$ cat src/rtl/tow_pkg.sv
// tow_pkg: shared state encoding, display codes and defaults for the match sequencer
package tow_pkg;

   typedef enum logic [2:0] {
      S_IDLE,
      S_ARM,
      S_PLAY,
      S_PAUSE,
      S_DONE
   } state_t;

   localparam logic [1:0] DISP_ROUND = 2'b00;
   localparam logic [1:0] DISP_SCORE = 2'b01;
   localparam logic [1:0] DISP_CHAMP = 2'b10;
   localparam logic [1:0] DISP_IDLE  = 2'b11;

   localparam int WINS_TO_TAKE_DEF = 3;
   localparam int PAUSE_TICKS_DEF  = 16;

   function automatic logic [3:0] sat_inc4(input logic [3:0] v);
      return (v == 4'hF) ? v : v + 4'd1;
   endfunction

endpackage

$ cat src/rtl/tick_timer.sv
// tick_timer: loadable down-counter that steps on tick, stops at zero and flags it
module tick_timer #(
   parameter int TICKS = 16
) (
   input  logic clk,
   input  logic rst,
   input  logic load,
   input  logic tick,
   output logic zero
);

   logic [7:0] cnt_q, cnt_d;

   // load beats tick, so a tick on the loading edge is never counted
   always_comb begin
      cnt_d = load ? 8'(TICKS) : (tick && cnt_q != 8'd0) ? cnt_q - 8'd1 : cnt_q;
   end

   // count register
   always_ff @(posedge clk or posedge rst) begin
      if (rst) cnt_q <= '0;
      else     cnt_q <= cnt_d;
   end

   assign zero = (cnt_q == 8'd0);

endmodule

$ cat src/rtl/match_sequencer.sv
// match_sequencer: runs a best-of match of rounds, tallying wins/ties and pacing rounds
module match_sequencer
   import tow_pkg::*;
#(
   parameter int WINS_TO_TAKE = WINS_TO_TAKE_DEF,
   parameter int PAUSE_TICKS  = PAUSE_TICKS_DEF
) (
   input  logic       clk,
   input  logic       rst,
   input  logic       start,
   input  logic       slowen,
   input  logic       rnd_done,
   input  logic       rnd_right,
   input  logic       rnd_tie,
   output logic       clear,
   output logic       rnd_start,
   output logic [2:0] left_wins,
   output logic [2:0] right_wins,
   output logic [3:0] tie_cnt,
   output logic       match_over,
   output logic       champ_right,
   output logic [1:0] disp_sel
);

   state_t     state_q, state_d;
   logic [2:0] left_q, left_d, right_q, right_d;
   logic [3:0] tie_q, tie_d;
   logic       champ_q, champ_d;
   logic [2:0] win_nxt;
   logic       pause_load, pause_zero;

   tick_timer #(.TICKS(PAUSE_TICKS)) u_pause (
      .clk  (clk),
      .rst  (rst),
      .load (pause_load),
      .tick (slowen && state_q == S_PAUSE),
      .zero (pause_zero)
   );

   // next state and score bookkeeping; counters move on the same edge as the state
   always_comb begin
      state_d    = state_q;
      left_d     = left_q;
      right_d    = right_q;
      tie_d      = tie_q;
      champ_d    = champ_q;
      pause_load = 1'b0;
      win_nxt    = (rnd_right ? right_q : left_q) + 3'd1;
      case (state_q)
         S_IDLE, S_DONE: if (start) begin
            left_d  = '0;
            right_d = '0;
            tie_d   = '0;
            champ_d = 1'b0;
            state_d = S_ARM;
         end
         S_ARM: state_d = S_PLAY;
         S_PLAY: if (rnd_done) begin
            if (rnd_tie) begin
               tie_d      = sat_inc4(tie_q);
               state_d    = S_PAUSE;
               pause_load = 1'b1;
            end else begin
               if (rnd_right) right_d = win_nxt;
               else           left_d  = win_nxt;
               if (win_nxt == 3'(WINS_TO_TAKE)) begin
                  state_d = S_DONE;
                  champ_d = rnd_right;
               end else begin
                  state_d    = S_PAUSE;
                  pause_load = 1'b1;
               end
            end
         end
         S_PAUSE: if (pause_zero) state_d = S_ARM;
         default: state_d = S_IDLE;
      endcase
   end

   // state and score registers
   always_ff @(posedge clk or posedge rst) begin
      if (rst) begin
         state_q <= S_IDLE;
         left_q  <= '0;
         right_q <= '0;
         tie_q   <= '0;
         champ_q <= 1'b0;
      end else begin
         state_q <= state_d;
         left_q  <= left_d;
         right_q <= right_d;
         tie_q   <= tie_d;
         champ_q <= champ_d;
      end
   end

   assign clear       = (state_q == S_ARM);
   assign rnd_start   = (state_q == S_ARM);
   assign left_wins   = left_q;
   assign right_wins  = right_q;
   assign tie_cnt     = tie_q;
   assign match_over  = (state_q == S_DONE);
   assign champ_right = champ_q;
   assign disp_sel    = (state_q == S_IDLE)  ? DISP_IDLE  :
                        (state_q == S_PAUSE) ? DISP_SCORE :
                        (state_q == S_DONE)  ? DISP_CHAMP : DISP_ROUND;

endmodule

$ cat config.mk
export PLATFORM = sky130hd
export DESIGN_NAME = match_sequencer
export DESIGN_NICKNAME = d
export VERILOG_FILES = /design/src/rtl/tow_pkg.sv /design/src/rtl/tick_timer.sv /design/src/rtl/match_sequencer.sv
export SDC_FILE = /design/constraint.sdc
export NUM_CORES = 1
export LEC_CHECK = 0
export CORE_MARGIN = 2
export CORE_UTILIZATION = 56
export CTS_CLUSTER_SIZE = 10
export DETAILED_ROUTE_END_ITERATION = 10
export PLACE_DENSITY = 0.86
export SYNTH_ARGS = -nofsm -noshare
export SYNTH_HDL_FRONTEND = slang
export SYNTH_SLANG_ARGS = --single-unit
$ cat constraint.sdc
create_clock -name clk -period 5.3 [get_ports clk]
set_input_delay 0.795 -clock clk [delete_from_list [all_inputs] [get_ports clk]]
set_output_delay 0.795 -clock clk [all_outputs]
set_load 0.01 [all_outputs]
==> flow_summary.json, run 1 <==
{
  "drt_iter0_drc": 32,
  "tns_ns": 0,
  "viasPerCell": 6.08,
  "yosysWarnings": 0,
  "ios": 23,
  "holdWs_ns": 0.530,
  "worstSetupStartpointType": "input port",
  "grt_pass1_vias": 1113,
  "crit_type": "input port to register",
  "fin_util_pct": 71.4,
  "max_freq_ghz": 0.332,
  "htreeDepth": 1,
  "synthFlopType": "dfrtp_1",
  "synth.area.top_cells": "dfrtp_1 (41%), ha_1 (4.6%), nor2_1 (3.9%)",
  "nNetsFinal": 179,
  "crit_fanout": 10,
  "pwr-share-comb_pct": 49.2,
  "fin_crit_ns": 3.01,
  "dp_hpwl_mm": 2.26,
  "yosysTopAreaCell": "dfrtp_1",
  "clockBufferDepth": 2,
  "layout_common_cells": "dfrtp_1 (22), clkdlybuf4s50_1 (22), nor2_1 (14)",
  "post-cts-setup-buffers": 0,
  "pwr-share-seq_pct": 38.6,
  "syn_area_um2": 1360,
  "worst_ep_required_time_ns": 5.49,
  "p_sw_w": 0.000311,
  "gp_congestion": 0.971,
  "setup_viol": 0,
  "syn_nets": 158,
  "slowest_stage": "clkdlybuf4s50_1",
  "grt_overflow_total": 0,
  "hold_viol_final": 0,
  "totalWireLength_mm": 2.99,
  "numCtsBuffers": 3,
  "slew_headroom_pct": 45.1,
  "drc": 0,
  "initial_core_util_pct": 60.2,
  "ir_drop_uv": 327,
  "numClockSinks": 22,
  "row_count": 17,
  "drt_first_pass_iters": 4,
  "antenna_found_initial": 0,
  "core_um2": 2250,
  "seqCellArea_um2": 551,
  "dieArea_um2": 2830,
  "grt_max_degree": 23,
  "synthArstFlopShare_pct": 100,
  "rsz0062_at_grt": "no",
  "crit_path_end_kind": "register",
  "holdCritPathClass": "register to register",
  "avgSynthCellArea_um2": 9.30,
  "grt_pass1_wl_mm": 4.97,
  "worstPathArrival_ns": 3.21,
  "cap_violations": 0,
  "switching_share_pct": 40.6,
  "ys_seq_elements": 22,
  "drive_above_1_share_pct": 8.43,
  "grt_usage_pct": 24.5,
  "tritoncts": "built",
  "yosysSeqAreaShare_pct": 40.6,
  "crit_family": "buffers and inverters",
  "outcome": "finished clean",
  "slew_viol_final": 0,
  "internal-power_w": 0.000455,
  "synth_edf_count": 0,
  "fillers": 184,
  "pwr_density_cell_nw_per_um2": 476,
  "path_clk_slew_ns": 0.12,
  "num_vias": 1179,
  "max_stage_delay_ns": 0.71,
  "dieWidth_um": 53.2,
  "portBuffers": 22,
  "clkLatencyLatePin_ns": 0.31,
  "multi_input_comb_area_um2": 726,
  "dieHeight_um": 53.2,
  "worst_pin_slew_ns": 0.823,
  "yosysUniqueCellTypes": 47,
  "detail-route-antenna-nets": 0,
  "root_buffer": "clkbuf_4",
  "crit_buf_inv": 1,
  "synthToLayoutAreaGrowth_pct": 18.5,
  "clkPwrFrac_pct": 12.1,
  "synth.top_cell.area_share_pct": 40.6,
  "detail_route.wl_per_cell_um": 15.4,
  "skew_ns": 0.00589,
  "cts_resized": 0,
  "leakage_nw": 0.713,
  "n_antenna_cell": 0,
  "crit_chain": "clkdlybuf4s50_1 -> mux2_2 -> ha_1 -> nand2b_1 -> mux2i_2 -> a21oi_2 -> or3_1",
  "synthCells": 146,
  "hold_buffers": 0,
  "finalCritPeriodShare_pct": 56.9
}
## stage by stage
stage | instance area (µm²) | total power, W | worst slack, ns | std cells
6_report | 1610 | 0.000766 | 2.29 | 194
5_1_grt | 1610 | 0.000829 | 2.21 | 194
4_1_cts | 1610 | 0.000766 | 2.32 | 194
3_5_place_dp | 1570 | 0.000671 | 1.98 | 190
3_3_place_gp | 1570 | 0.000650 | 2.08 | 190
2_1_floorplan | 1360 | 0.000542 | 2.77 | 146
## flip-flops by register name, summed over array words and instances (netlist names)
name and count:
champ_right 1, state_q 3, left_wins 3, right_wins 3, tie_cnt 4, u_pause.cnt_q 8
## power by group through the flow
stage	Combinational (W)	Clock [W]	Sequential, W
after floorplan	0.000262	0	0.000280
after global placement	0.000358	0	0.000291
after detailed placement	0.000375	0	0.000297
after CTS	0.000378	0.0000946	0.000294
after global routing	0.000422	0.000101	0.000305
final	0.000377	0.0000931	0.000296
## cells in the mapped netlist (all sizes together), types with 3 or more instances
library cell,instances
ha,5
inv,11
o21ai,8
buf,5
dfrtp,22
nand2,11
a21oi,9
a21o,4
mux2i,6
nor2,14
a22o,3
nand4,3
or3,4
nor3,3
## kinds of logic after synthesis
| kind of cell | after synthesis | synth area share, % |
|---|---|---|
| fa+ha+maj | 5 | 4.61 |
| simple gates | 53 | 21.5 |
| buf+inv | 17 | 5.99 |
| compound gates | 39 | 19.7 |
| flops | 22 | 40.6 |
| xor+xnor | 2 | 1.29 |
| mux | 8 | 6.36 |
## layer usage
layer / wire, µm / vias to the layer above / share of wire, % / global-route usage, %
li1: - / 571 / - / -
met1: 1320 / 560 / 44 / 30.9
met2: 1480 / 42 / 49 / 42.0
met3: 150 / 6 / 5.0 / 3.67
met4: 42 / 0 / 1.4 / 8.97
met5: 0 / - / 0 / 0
## worst paths after layout
| check | startpoint | endpoint | slack, ns | depth (start not counted) |
|---|---|---|---|---|
| hold / removal | left_wins[0] | left_wins[0] | 0.53 | 1 |
| min in group asynchronous | rst | left_wins[0] | 0.93 | 2 |
| setup / recovery | rnd_right | u_pause.cnt_q[4] | 2.29 | 7 |
| setup reg to reg | right_wins[0] | u_pause.cnt_q[4] | 3.14 | 7 |
| max in group asynchronous | rst | state_q[1] | 3.86 | 2 |
| hold reg to reg | left_wins[0] | left_wins[0] | 0.53 | 1 |
## final cells by class
type / instances / share of cell area (%)
clock buffers: 4 / 2.26
multi-input cells: 107 / 45.1
inverters: 11 / 2.57
repair buffers: 22 / 13.7
flip-flops and latches: 22 / 34.2
well taps: 28 / 2.18
No activity file was read; power rests on OpenSTA's default activity.
==> run 2: changes to the inputs <==
Settings changed: CORE_UTILIZATION 56 to 47, PLACE_DENSITY 0.86 to 0.77.
Clock period 5.3 ns to 2.65 ns, I/O delays scaled along.
==> run 2 against run 1 <==
  * Critical path depth shrank 4
  * Sequential share of layout area shrank 0.88 points
  * Via count shrank 0.17%
  * Sequential power grew 96%
  * Final cell count grew 3.1%
  * Critical path type is now register to primary output
  * Utilization shrank 11 points
  * Worst setup slack lost 2.0 ns
  * Register-to-register slack lost 2.5 ns
  * Die area grew 18%
==> flow_summary.json, run 2 (synthesized netlist as in run 1, its figures left out) <==
{
  "grt_pass1_vias": 1133,
  "tns_ns": 0,
  "num_vias": 1177,
  "dieArea_um2": 3330,
  "worstSetupStartpointType": "register",
  "slew_headroom_pct": 44.7,
  "post-cts-setup-buffers": 0,
  "pwr-share-seq_pct": 36.2,
  "dp_hpwl_mm": 2.21,
  "setup_viol": 0,
  "totalWireLength_mm": 2.94,
  "dieHeight_um": 57.7,
  "rsz0062_at_grt": "no",
  "ios": 23,
  "crit_fanout": 12,
  "layout_common_cells": "dfrtp_1 (22), clkdlybuf4s50_1 (22), nor2_1 (14)",
  "numCtsBuffers": 3,
  "synthToLayoutAreaGrowth_pct": 21.7,
  "finalCritPeriodShare_pct": 87.9,
  "viasPerCell": 5.89,
  "slew_viol_final": 0,
  "top_layer_used": "met4",
  "max_freq_ghz": 0.429,
  "nNetsFinal": 182,
  "n_antenna_cell": 0,
  "wl_met3_um": 156,
  "skew_ns": 0.00787,
  "wl_met2_mm": 1.38,
  "path_clk_slew_ns": 0.14,
  "drive_above_1_share_pct": 10.1,
  "drt_first_pass_iters": 4,
  "hold_viol_final": 0,
  "row_count": 19,
  "grt_usage_pct": 18.6,
  "cap_violations": 0,
  "worstPathArrival_ns": 1.93,
  "worst_ep_required_time_ns": 2.25,
  "ir_drop_uv": 555,
  "dpl-instance-area_um2": 1600,
  "largest_register": "u_pause.cnt_q",
  "grt_overflow_total": 0,
  "internal-power_w": 0.000985,
  "tritoncts": "built",
  "worst_pin_slew_ns": 0.829,
  "grt_max_degree": 23,
  "portBuffers": 22,
  "clockBufferDepth": 2,
  "leakage_nw": 0.735,
  "drt_iter0_drc": 51,
  "fin_crit_ns": 2.33,
  "crit_type": "register to primary output",
  "p_sw_w": 0.000620,
  "gp_congestion": 0.818,
  "postLayoutCellArea_um2": 1650,
  "switching_share_pct": 38.6,
  "holdCritPathClass": "input port to async pin",
  "detail-route-antenna-nets": 0,
  "drc": 0,
  "pwr_density_cell_nw_per_um2": 971,
  "clkLatencyLatePin_ns": 0.31,
  "initial_core_util_pct": 49.2,
  "core_um2": 2760,
  "crit_path_end_kind": "primary output",
  "dieWidth_um": 57.7,
  "clkPwrFrac_pct": 16.5,
  "antenna_found_initial": 0,
  "grt_pass1_wl_mm": 4.94,
  "largest_reg_flops": 8,
  "cts_resized": 0,
  "pwr-share-comb_pct": 47.3,
  "htreeDepth": 1,
  "numClockSinks": 22,
  "power_w": 0.00160,
  "hold_buffers": 0,
  "wl_met1_mm": 1.38,
  "detail_route.wl_per_cell_um": 14.7,
  "outcome": "finished clean",
  "root_buffer": "clkbuf_4"
}
==> run 2: changes by cell type in the layout (fill, tap and decap cells not counted), sizes merged <==
cell	delta
bufinv	+1
buf	+3
clkbuf	-1
==> run 2: critical path, cell delays in order, from the launching register on <==
cell	delay (ns)
dfrtp_1	0.52
or2_2	0.39
a21oi_1	0.14
clkdlybuf4s50_1	0.57
==> run 2: power by group through the flow <==
| stage | Sequential, W | Combinational (W) | Clock [W] |
|---|---|---|---|
| after floorplan | 0.000559 | 0.000524 | 0 |
| after global placement | 0.000579 | 0.000726 | 0 |
| after detailed placement | 0.000587 | 0.000758 | 0 |
| after CTS | 0.000580 | 0.000763 | 0.000265 |
| after global routing | 0.000601 | 0.000842 | 0.000282 |
| final | 0.000581 | 0.000759 | 0.000265 |
==> run 2: area by class of cell <==
class | count | area, µm²
inverter | 11 | 41.3
clock buffer | 3 | 22.5
multi-input combinational | 107 | 726
tap | 31 | 38.8
clock inverter | 1 | 30.0
timing repair buffer | 25 | 243
fill | 237 | 1110
sequential | 22 | 551
==> run 2: worst paths after layout <==
| kind | from | to | slack, ns | depth (start not counted) |
|---|---|---|---|---|
| worst max-delay path | state_q[0] | disp_sel[0] | 0.32 | 3 |
| worst min-delay path | rst | u_pause.cnt_q[4] | 0.53 | 2 |
| worst max register to register | u_pause.cnt_q[0] | u_pause.cnt_q[4] | 0.67 | 6 |
| worst min register to register | right_wins[2] | right_wins[2] | 0.53 | 1 |
| max in group asynchronous | rst | right_wins[2] | 1.61 | 2 |
| min in group clk | right_wins[2] | right_wins[2] | 0.53 | 1 |
==> run 2: routing by layer <==
| layer | vias to the layer above | track usage [%] |
|---|---|---|
| met5 | - | 0 |
| met1 | 575 | 25.2 |
| met3 | 2 | 4.02 |
| met2 | 30 | 31.2 |
| li1 | 570 | - |
| met4 | 0 | 2.99 |
==> run 2: metrics by stage <==
step | utilization (%) | std cells | setup slack (ns) | hold slack (ns)
floorplan | - | 146 | 0.518 | 0.387
global placement | 58.0 | 196 | 0.158 | 0.490
detailed placement | 58.0 | 196 | 0.113 | 0.500
CTS | 59.9 | 200 | 0.329 | 0.526
global route | 59.9 | 200 | 0.208 | 0.539
finish | 59.9 | 200 | 0.321 | 0.527
==> run 3: changes to the inputs <==
Settings changed: CORE_UTILIZATION 47 to 25, PLACE_DENSITY 0.77 to 0.47.
Clock period 2.65 ns to 2.1 ns, I/O delays scaled along.
==> run 3 against run 2 <==
  * Sequential power grew 20%
  * Clock skew shrank 0.0032 ns
  * Sequential share of layout area down 1.9 points
==> flow_summary.json, run 3 (synthesized netlist as in run 1, its figures left out) <==
{
  "outcome": "finished clean",
  "grt_overflow_total": 0,
  "grt_usage_pct": 11.5,
  "htreeDepth": 1,
  "grt_pass1_wl_mm": 5.62,
  "slew_viol_final": 0,
  "tritoncts": "built",
  "crit_chain": "or2_2 -> a21oi_1 -> clkdlybuf4s50_1",
  "gp_congestion": 0.758,
  "detail-route-antenna-nets": 0,
  "layout_common_cells": "dfrtp_1 (22), clkdlybuf4s50_1 (21), nor2_1 (13)",
  "worst_ep_required_time_ns": 1.78,
  "final_common_cell": "dfrtp_1",
  "r2r_cells": 6,
  "viasPerCell": 4.91,
  "worstSetupStartpointType": "register",
  "numCtsBuffers": 3,
  "worstSetupStartpoint": "state_q[0]",
  "grt_pass1_vias": 1245,
  "dp_hpwl_mm": 2.42,
  "n_antenna_cell": 0,
  "totalWireLength_mm": 3.13,
  "max_freq_ghz": 0.505,
  "crit_fanout": 4,
  "ios": 23,
  "path_clk_slew_ns": 0.08,
  "seqCellArea_um2": 551,
  "grt_max_degree": 23,
  "num_vias": 1202,
  "slowest_stage": "clkdlybuf4s50_1",
  "skew_ns": 0.00469,
  "rsz0062_at_grt": "no",
  "largest_reg_flops": 8,
  "tns_ns": 0,
  "drt_first_pass_iters": 4,
  "holdWs_ns": 0.401,
  "crit_path_end_kind": "primary output",
  "slew_headroom_pct": 70.3,
  "dieWidth_um": 77.7,
  "portBuffers": 22,
  "root_buffer": "clkbuf_8",
  "cap_violations": 0,
  "multi_input_comb_area_um2": 732,
  "antenna_found_initial": 0,
  "nNetsFinal": 189,
  "clkLatencyLatePin_ns": 0.26,
  "max_stage_delay_ns": 0.55,
  "finalCritPeriodShare_pct": 94.2,
  "fin_util_pct": 33.8,
  "drive_above_1_share_pct": 14.3,
  "setup_viol": 0,
  "holdCritPathClass": "input port to async pin",
  "hold_viol_final": 0,
  "fillers": 528,
  "largest_register": "u_pause.cnt_q",
  "pwr_density_cell_nw_per_um2": 1150,
  "dieArea_um2": 6040,
  "reg2reg_to": "u_pause.cnt_q[4]",
  "row_count": 26,
  "ir_drop_uv": 379,
  "drc": 0,
  "clockBufferDepth": 2,
  "fin_crit_ns": 1.98,
  "rr_startpoint": "u_pause.cnt_q[0]",
  "core_um2": 5170,
  "crit_type": "register to primary output",
  "leakage_nw": 0.769,
  "r2r_setup_slack_ns": 0.20,
  "detail_route.wl_per_cell_um": 12.8,
  "worst_pin_slew_ns": 0.444,
  "crit_end": "disp_sel[0]",
  "dieHeight_um": 77.7,
  "initial_core_util_pct": 26.2,
  "drt_iter0_drc": 23,
  "synthToLayoutAreaGrowth_pct": 28.9,
  "numClockSinks": 22,
  "worstPathArrival_ns": 1.66
}
run 3: changes by cell type in the layout (fill, tap and decap cells not counted), sizes merged:
cell	delta
bufinv	-1
clkdlybuf4s50	-1
buf	+7
dlymetal6s2s	+1
run 3: worst min path at each step:
stage	cells past startpoint	slack [ns]	to	from
2_1_floorplan	1	0.30	champ_right	rst
3_3_place_gp	1	0.50	left_wins[2]	left_wins[2]
3_5_place_dp	1	0.51	right_wins[2]	right_wins[2]
4_1_cts	3	0.41	right_wins[0]	rst
5_1_grt	3	0.43	right_wins[0]	rst
6_report	3	0.40	champ_right	rst
run 3: critical path, delay by kind of cell (launching register included):
family	cells	cell delay [ns]
buf+inv	1	0.55
flops	1	0.37
simple gates	1	0.34
compound gates	1	0.15
run 3: layout make-up:
type                       instances  area share [%]
clock buffer                       3            2.36
sequential                        22            31.5
tap                               70            5.00
inverter                          11            2.36
multi-input combinational        107            41.8
timing repair buffer              32            17.0
run 3: repair_timing:
action	CTS	global route
hold buffers	0	0
endpoints found under the setup margin	0	4
gates resized for setup	0	3
buffers inserted	0	0
run 3: metal layers:
metal	global-route usage (%)	part of all wire (%)	vias to the layer above
li1	-	-	588
met1	14.3	47	589
met2	20.0	49	21
met3	2.44	3.0	4
met4	3.04	1.1	0
met5	0	0	-
run 3: power breakdown:
| group | switching [W] | leakage (nW) | internal, W | total (W) |
|---|---|---|---|---|
| Combinational | 0.000515 | 0.463 | 0.000536 | 0.00105 |
| Sequential | 0.000135 | 0.285 | 0.000564 | 0.000699 |
| Clock | 0.000127 | 0.0216 | 0.000128 | 0.000255 |
| Total | 0.000777 | 0.769 | 0.00123 | 0.00201 |
run 3: stage by stage:
stage	worst slack, ns	total power (W)	instances	area [µm²]
4_1_cts	0.0260	0.00203	245	1740
3_3_place_gp	-0.208	0.00173	242	1700
2_1_floorplan	0.0503	0.00137	146	1360
5_1_grt	0.00387	0.00219	245	1750
3_5_place_dp	-0.244	0.00176	242	1700
6_report	0.121	0.00201	245	1750
==> edit 1, RTL diff (config.mk and constraints of run 3) <==
The 5 states of `state_t` get a one-hot encoding in 5 bits.
--- a/src/rtl/tow_pkg.sv
+++ b/src/rtl/tow_pkg.sv
@@ -1,12 +1,12 @@
 // tow_pkg: shared state encoding, display codes and defaults for the match sequencer
 package tow_pkg;
 
-   typedef enum logic [2:0] {
-      S_IDLE,
-      S_ARM,
-      S_PLAY,
-      S_PAUSE,
-      S_DONE
+   typedef enum logic [4:0] {
+      S_IDLE  = 5'b00001,
+      S_ARM   = 5'b00010,
+      S_PLAY  = 5'b00100,
+      S_PAUSE = 5'b01000,
+      S_DONE  = 5'b10000
    } state_t;
 
    localparam logic [1:0] DISP_ROUND = 2'b00;
Check against the original RTL: no difference found for any inputs over 10 cycles, from zero or initial values and one cycle with rst high; not proved beyond that.
==> edit 1 against run 3 <==
Wire length rose by 25%. Highest routed layer unchanged. Utilization is 1.7 points higher. Setup slack got worse by 21 ps. Clock power up 13%. Count of clock-buffer cells in the layout is 1 higher. Power shrank 12%. Combinational power decreased by 17%. Via count grew 15%. Sequential share of layout area fell by 2.7 points. Area after synthesis up 13%. Non-clock buffer count is 21 higher. Design area is 20% higher. Sequential cell count up 2.
==> edit 1: results (changes against run 3) <==
[route]
vias = 1378  ; was 1,202
wire_per_inst_um = 14.0  ; was 12.8 um

[worst_setup_path]
r2r-end = champ_right  ; was u_pause.cnt_q[4]
rr_worst_depth = 7  ; was 6
critPathArrivalTime_ps = 1680  ; was 1660 ps
reg2reg_from = right_wins[0]  ; was u_pause.cnt_q[0]
max_stage_delay_ps = 440  ; was 550 ps
ff2ff_setup_slack_ps = 120  ; was 200 ps

[sta]
finClkSkew_ps = 7.78  ; was 4.69 ps
tightestPinTransition_ps = 520  ; was 444 ps

[place]
gp_congestion = 0.795  ; was 0.758
placed_area_mm2 = 0.00200  ; was 0.00170 mm^2
dp_hpwl_um = 2940  ; was 2420 um

[finish]
drive_above_1_share_pct = 27.2  ; was 14.3%
multi_input_area_um2 = 870  ; was 732 um^2
layout.nets = 219  ; was 189
fillers = 608  ; was 528

[pwr]
ir_worst_vdd_mv = 0.289  ; was 0.379 mV
swShare_pct = 37.2  ; was 38.7%

[global_routing]
grt_usage_pct = 12.5  ; was 11.5%
grtUsageMet2_pct = 20.2  ; was 20.0%
grt_pass1_vias = 1365  ; was 1,245
met3_usage_pct = 1.41  ; was 2.44%

[synth]
seq_area_frac_synth_pct = 39.2  ; was 40.6%
syn_nets = 168  ; was 158
synth.area.top_cells = dfrtp_1 (37%), a21oi_1 (4.6%), ha_1 (4.1%)  ; was dfrtp_1 (41%), ha_1 (4.6%), nor2_1 (3.9%)
ys_types = 51  ; was 47
synth_common_cells = dfrtp_1 (23), a21oi_1 (14), nor2_1 (14)  ; was dfrtp_1 (22), nor2_1 (14), inv_1 (11), nand2_1 (11), a21oi_1 (8)

[status]
status = completed  ; unchanged

[edit 1: cell count changes in the layout (fill, tap and decap cells not counted), moves of 3 or more]
cell and change:
a21oi_1 +6, a22o_1 -3, a31oi_1 +3, buf_4 +21, clkdlybuf4s50_1 -5, dlygate4sd2_1 +4, nand4_1 -3, o21ai_0 -6
or3_1 -3, xnor2_1 +3
[edit 1: worst max-delay path by stage]
stage	start	to	slack, ps	depth (start not counted)
detailed placement	rnd_right	champ_right	-400	8
global placement	rnd_right	state_q[3]	-340	8
finish	state_q[4]	disp_sel[0]	100	4
global route	left_wins[0]	champ_right	0.5	7
CTS	state_q[2]	rnd_start	6	4
floorplan	rnd_right	champ_right	80	8
[edit 1: power by group through the flow]
| stage | clock [mW] | combinational (mW) | sequential, mW |
|---|---|---|---|
| finish | 0.287 | 0.870 | 0.599 |
| global route | 0.323 | 0.958 | 0.610 |
| CTS | 0.302 | 0.858 | 0.598 |
| detailed placement | 0 | 0.865 | 0.606 |
| global placement | 0 | 0.839 | 0.603 |
| floorplan | 0 | 0.504 | 0.603 |
[edit 1: kinds of logic after synthesis]
family	Yosys count	share of synthesized area (%)
DFF	24	39.2
muxes	7	5.70
AOI/OAI and AO/OA	41	19.9
adders and majority gates	5	4.07
and+or+nand+nor	58	23.5
buffers and inverters	17	5.38
xor gates and xnor gates	4	2.28
[edit 1: stage by stage]
stage          worst slack (ps)  hold WS, ps  instances
6_report                    100          392        281
4_1_cts                    6.24          409        278
3_5_place_dp               -398          512        272
3_3_place_gp               -340          505        272
5_1_grt                   0.505          436        281
2_1_floorplan              84.1          329        156
[edit 1: routing by layer]
metal,vias up,part of all wire [%]
met3,4,3.2
met4,0,1.5
li1,677,-
met2,28,48
met1,669,47
met5,-,0
[edit 1: final cells by class]
type	count	share of cell area (%)
Clock buffer	4	2.14
Inverter	10	1.78
Multi-Input combinational cell	115	41.3
Sequential cell	24	28.7
Timing Repair Buffer	53	21.5
Tap cell	75	4.46
[edit 1: worst max-delay path: cells and delay by family (launching register included)]
kind	cells	cell delay (ps)
buf+inv	2	450
flops	1	440
compound gates	1	170
simple gates	1	360
[edit 1: repair_timing]
item                       CTS  global route
setup buffers                2             3
setup endpoints to repair   12             3
hold endpoints to repair     0             0
hold buffers                 0             0
resized for setup           10             4
==> edit 2, RTL diff (settings of run 3) <==
Without the edit above. Change the package constant `PAUSE_TICKS_DEF` from 16 to 15.
--- a/src/rtl/tow_pkg.sv
+++ b/src/rtl/tow_pkg.sv
@@ -15,7 +15,7 @@
    localparam logic [1:0] DISP_IDLE  = 2'b11;
 
    localparam int WINS_TO_TAKE_DEF = 3;
-   localparam int PAUSE_TICKS_DEF  = 16;
+   localparam int PAUSE_TICKS_DEF  = 15;
 
    function automatic logic [3:0] sat_inc4(input logic [3:0] v);
       return (v == 4'hF) ? v : v + 4'd1;
Function: no difference found for any inputs over 10 cycles, from zero or initial values and one cycle with rst high; that may be too few to reach the edited logic, so the function may still have changed.
==> edit 2 against run 3 <==
Design area rose by 4.1%. Worst hold slack got worse by 33 ps. Area after synthesis grew 2.6%. Power up 9.2%. Non-clock buffer count grew 2. Setup slack improved by 13 ps. Sequential cell count is the same. Wire length up 7.4%. Critical path type unchanged. Critical endpoint is now match_over. Largest cell class unchanged. Highest routed layer unchanged.
==> edit 2: results (changes against run 3) <==
[worst_setup_path]
cpMaxStageDelayCell = clkdlybuf4s50_1  ; unchanged
max_stage_delay_ps = 540
reg2reg_from = right_wins[1]  ; was u_pause.cnt_q[0]
r2r-end = u_pause.cnt_q[3]  ; was u_pause.cnt_q[4]

[pwr]
internal_power_mw = 1.37  ; was 1.23 mW
ir_worst_vdd_mv = 0.389  ; was 0.379 mV
p_leak_nw = 0.800  ; was 0.769 nW

[route]
drt-total-wl_um = 3370  ; was 3130 um
drt_iter0_drc = 32  ; was 23
vias_per_cell = 4.80  ; was 4.91

[finish]
multi_input_area_um2 = 767  ; was 732 um^2
final_cells = 246  ; was 245
layout.nets = 187  ; was 189
largest_reg_flops = 8  ; unchanged
seqCellArea_um2 = 552  ; was 551 um^2
seq_share_pct = 30.3  ; was 31.5%
fillers = 563  ; was 528
layout.nonclk_buf_share_pct = 17.1  ; was 17.0%
multi_input_gates = 106  ; was 107
inverters = 8  ; was 11
clock_cell_area_share_pct = 3.91  ; was 2.36%
drive_above_1_share_pct = 19.0  ; was 14.3%
nonClockBufferCount = 34  ; was 32

[clock_tree]
path_clk_slew_ps = 100  ; was 80 ps
cts_buffers = 3  ; unchanged
clock_path_buffers = 2  ; unchanged
htreeDepth = 1  ; unchanged

[synth]
synth_mux_area_share_pct = 5.30  ; was 6.36%
netlist_instances = 142  ; was 146
synthAdderAreaFrac_pct = 4.49  ; was 4.61%
syn_nets = 154  ; was 158
synth-xor-area-share_pct = 1.26  ; was 1.29%
synth_common_cells = dfrtp_1 (22), nand2_1 (12), nor2_1 (12)  ; was dfrtp_1 (22), nor2_1 (14), inv_1 (11), nand2_1 (11), a21oi_1 (8)
seq_area_frac_synth_pct = 39.5  ; was 40.6%
synth_compound_area_share_pct = 22.0  ; was 19.7%
ys_types = 53  ; was 47
synth.area.top_cells = dfrtp_1 (40%), ha_1 (4.5%), nand2_1 (3.2%)  ; was dfrtp_1 (41%), ha_1 (4.6%), nor2_1 (3.9%)

[sta]
whs_ps = 368  ; was 401 ps
finClkSkew_ps = 15.0  ; was 4.69 ps
slew_headroom_pct = 75.9  ; was 70.3%

[place]
portBuffers = 22  ; unchanged
gp_congestion = 0.783  ; was 0.758
placed_cells = 242  ; unchanged
placed_area_mm2 = 0.00175  ; was 0.00170 mm^2
pre_cts_ws_ps = -325  ; was -244 ps
dp_hpwl_um = 2610  ; was 2420 um

[status]
status = completed  ; unchanged

[global_routing]
grt_pass1_vias = 1203  ; was 1,245
antenna_found_initial = 0  ; unchanged
grt_usage_pct = 11.7  ; was 11.5%
grt_first_pass_wirelength_um = 5790  ; was 5620 um

[job]
max_cap_viol_count = 0  ; unchanged

[die]
die_w_um = 78.6  ; was 77.7 um

edit 2: cell count changes in the layout (fill, tap and decap cells not counted), sizes merged, moves of 2 or more:
cell / run 3 / this run
mux2i: 6 / 4
or3: 4 / 2
inv: 11 / 8
a21oi: 9 / 5
o31ai: 2 / 7
o21a: 0 / 2
nand2: 11 / 13
o21bai: 0 / 2
nor2: 14 / 12
o211ai: 0 / 3
buf: 10 / 12
edit 2: worst register-to-register path, cell delays in order (launching register included):
cell and delay (ps):
dfrtp_1 410, mux2_2 290, ha_1 190, nand2b_1 140, mux2_2 300, o21ba_2 220
a211o_1 220
edit 2: worst max path at each step:
stage | from | cells after the start | slack, ps | end
2_1_floorplan | rnd_right | 7 | 20 | u_pause.cnt_q[3]
3_3_place_gp | rnd_right | 8 | -310 | u_pause.cnt_q[1]
3_5_place_dp | rnd_right | 7 | -320 | u_pause.cnt_q[3]
4_1_cts | state_q[1] | 3 | 40 | disp_sel[0]
5_1_grt | u_pause.cnt_q[0] | 5 | 9 | state_q[1]
6_report | state_q[1] | 3 | 130 | match_over
edit 2: repair_timing:
action,in CTS,in global routing
setup buffers,0,0
endpoints found under the setup margin,10,2
resized for setup,1,2
edit 2: routing by layer:
layer	share of wire (%)	GRT usage [%]
met1	44	14.2
met4	1.5	3.33
met2	51	20.4
met5	0	0
met3	3.8	2.99
edit 2: cells by family after synthesis:
kind of cell / Yosys count
buf+inv: 14
flops: 22
xor+xnor: 2
mux: 7
fa+ha+maj: 5
simple gates: 51
compound gates: 41
edit 2: power by group through the flow:
stage | combinational, mW | clock [mW] | sequential (mW)
after floorplan | 0.694 | 0 | 0.716
after global placement | 1.07 | 0 | 0.718
after detailed placement | 1.08 | 0 | 0.730
after CTS | 1.08 | 0.422 | 0.722
after global routing | 1.19 | 0.443 | 0.748
final | 1.06 | 0.409 | 0.717
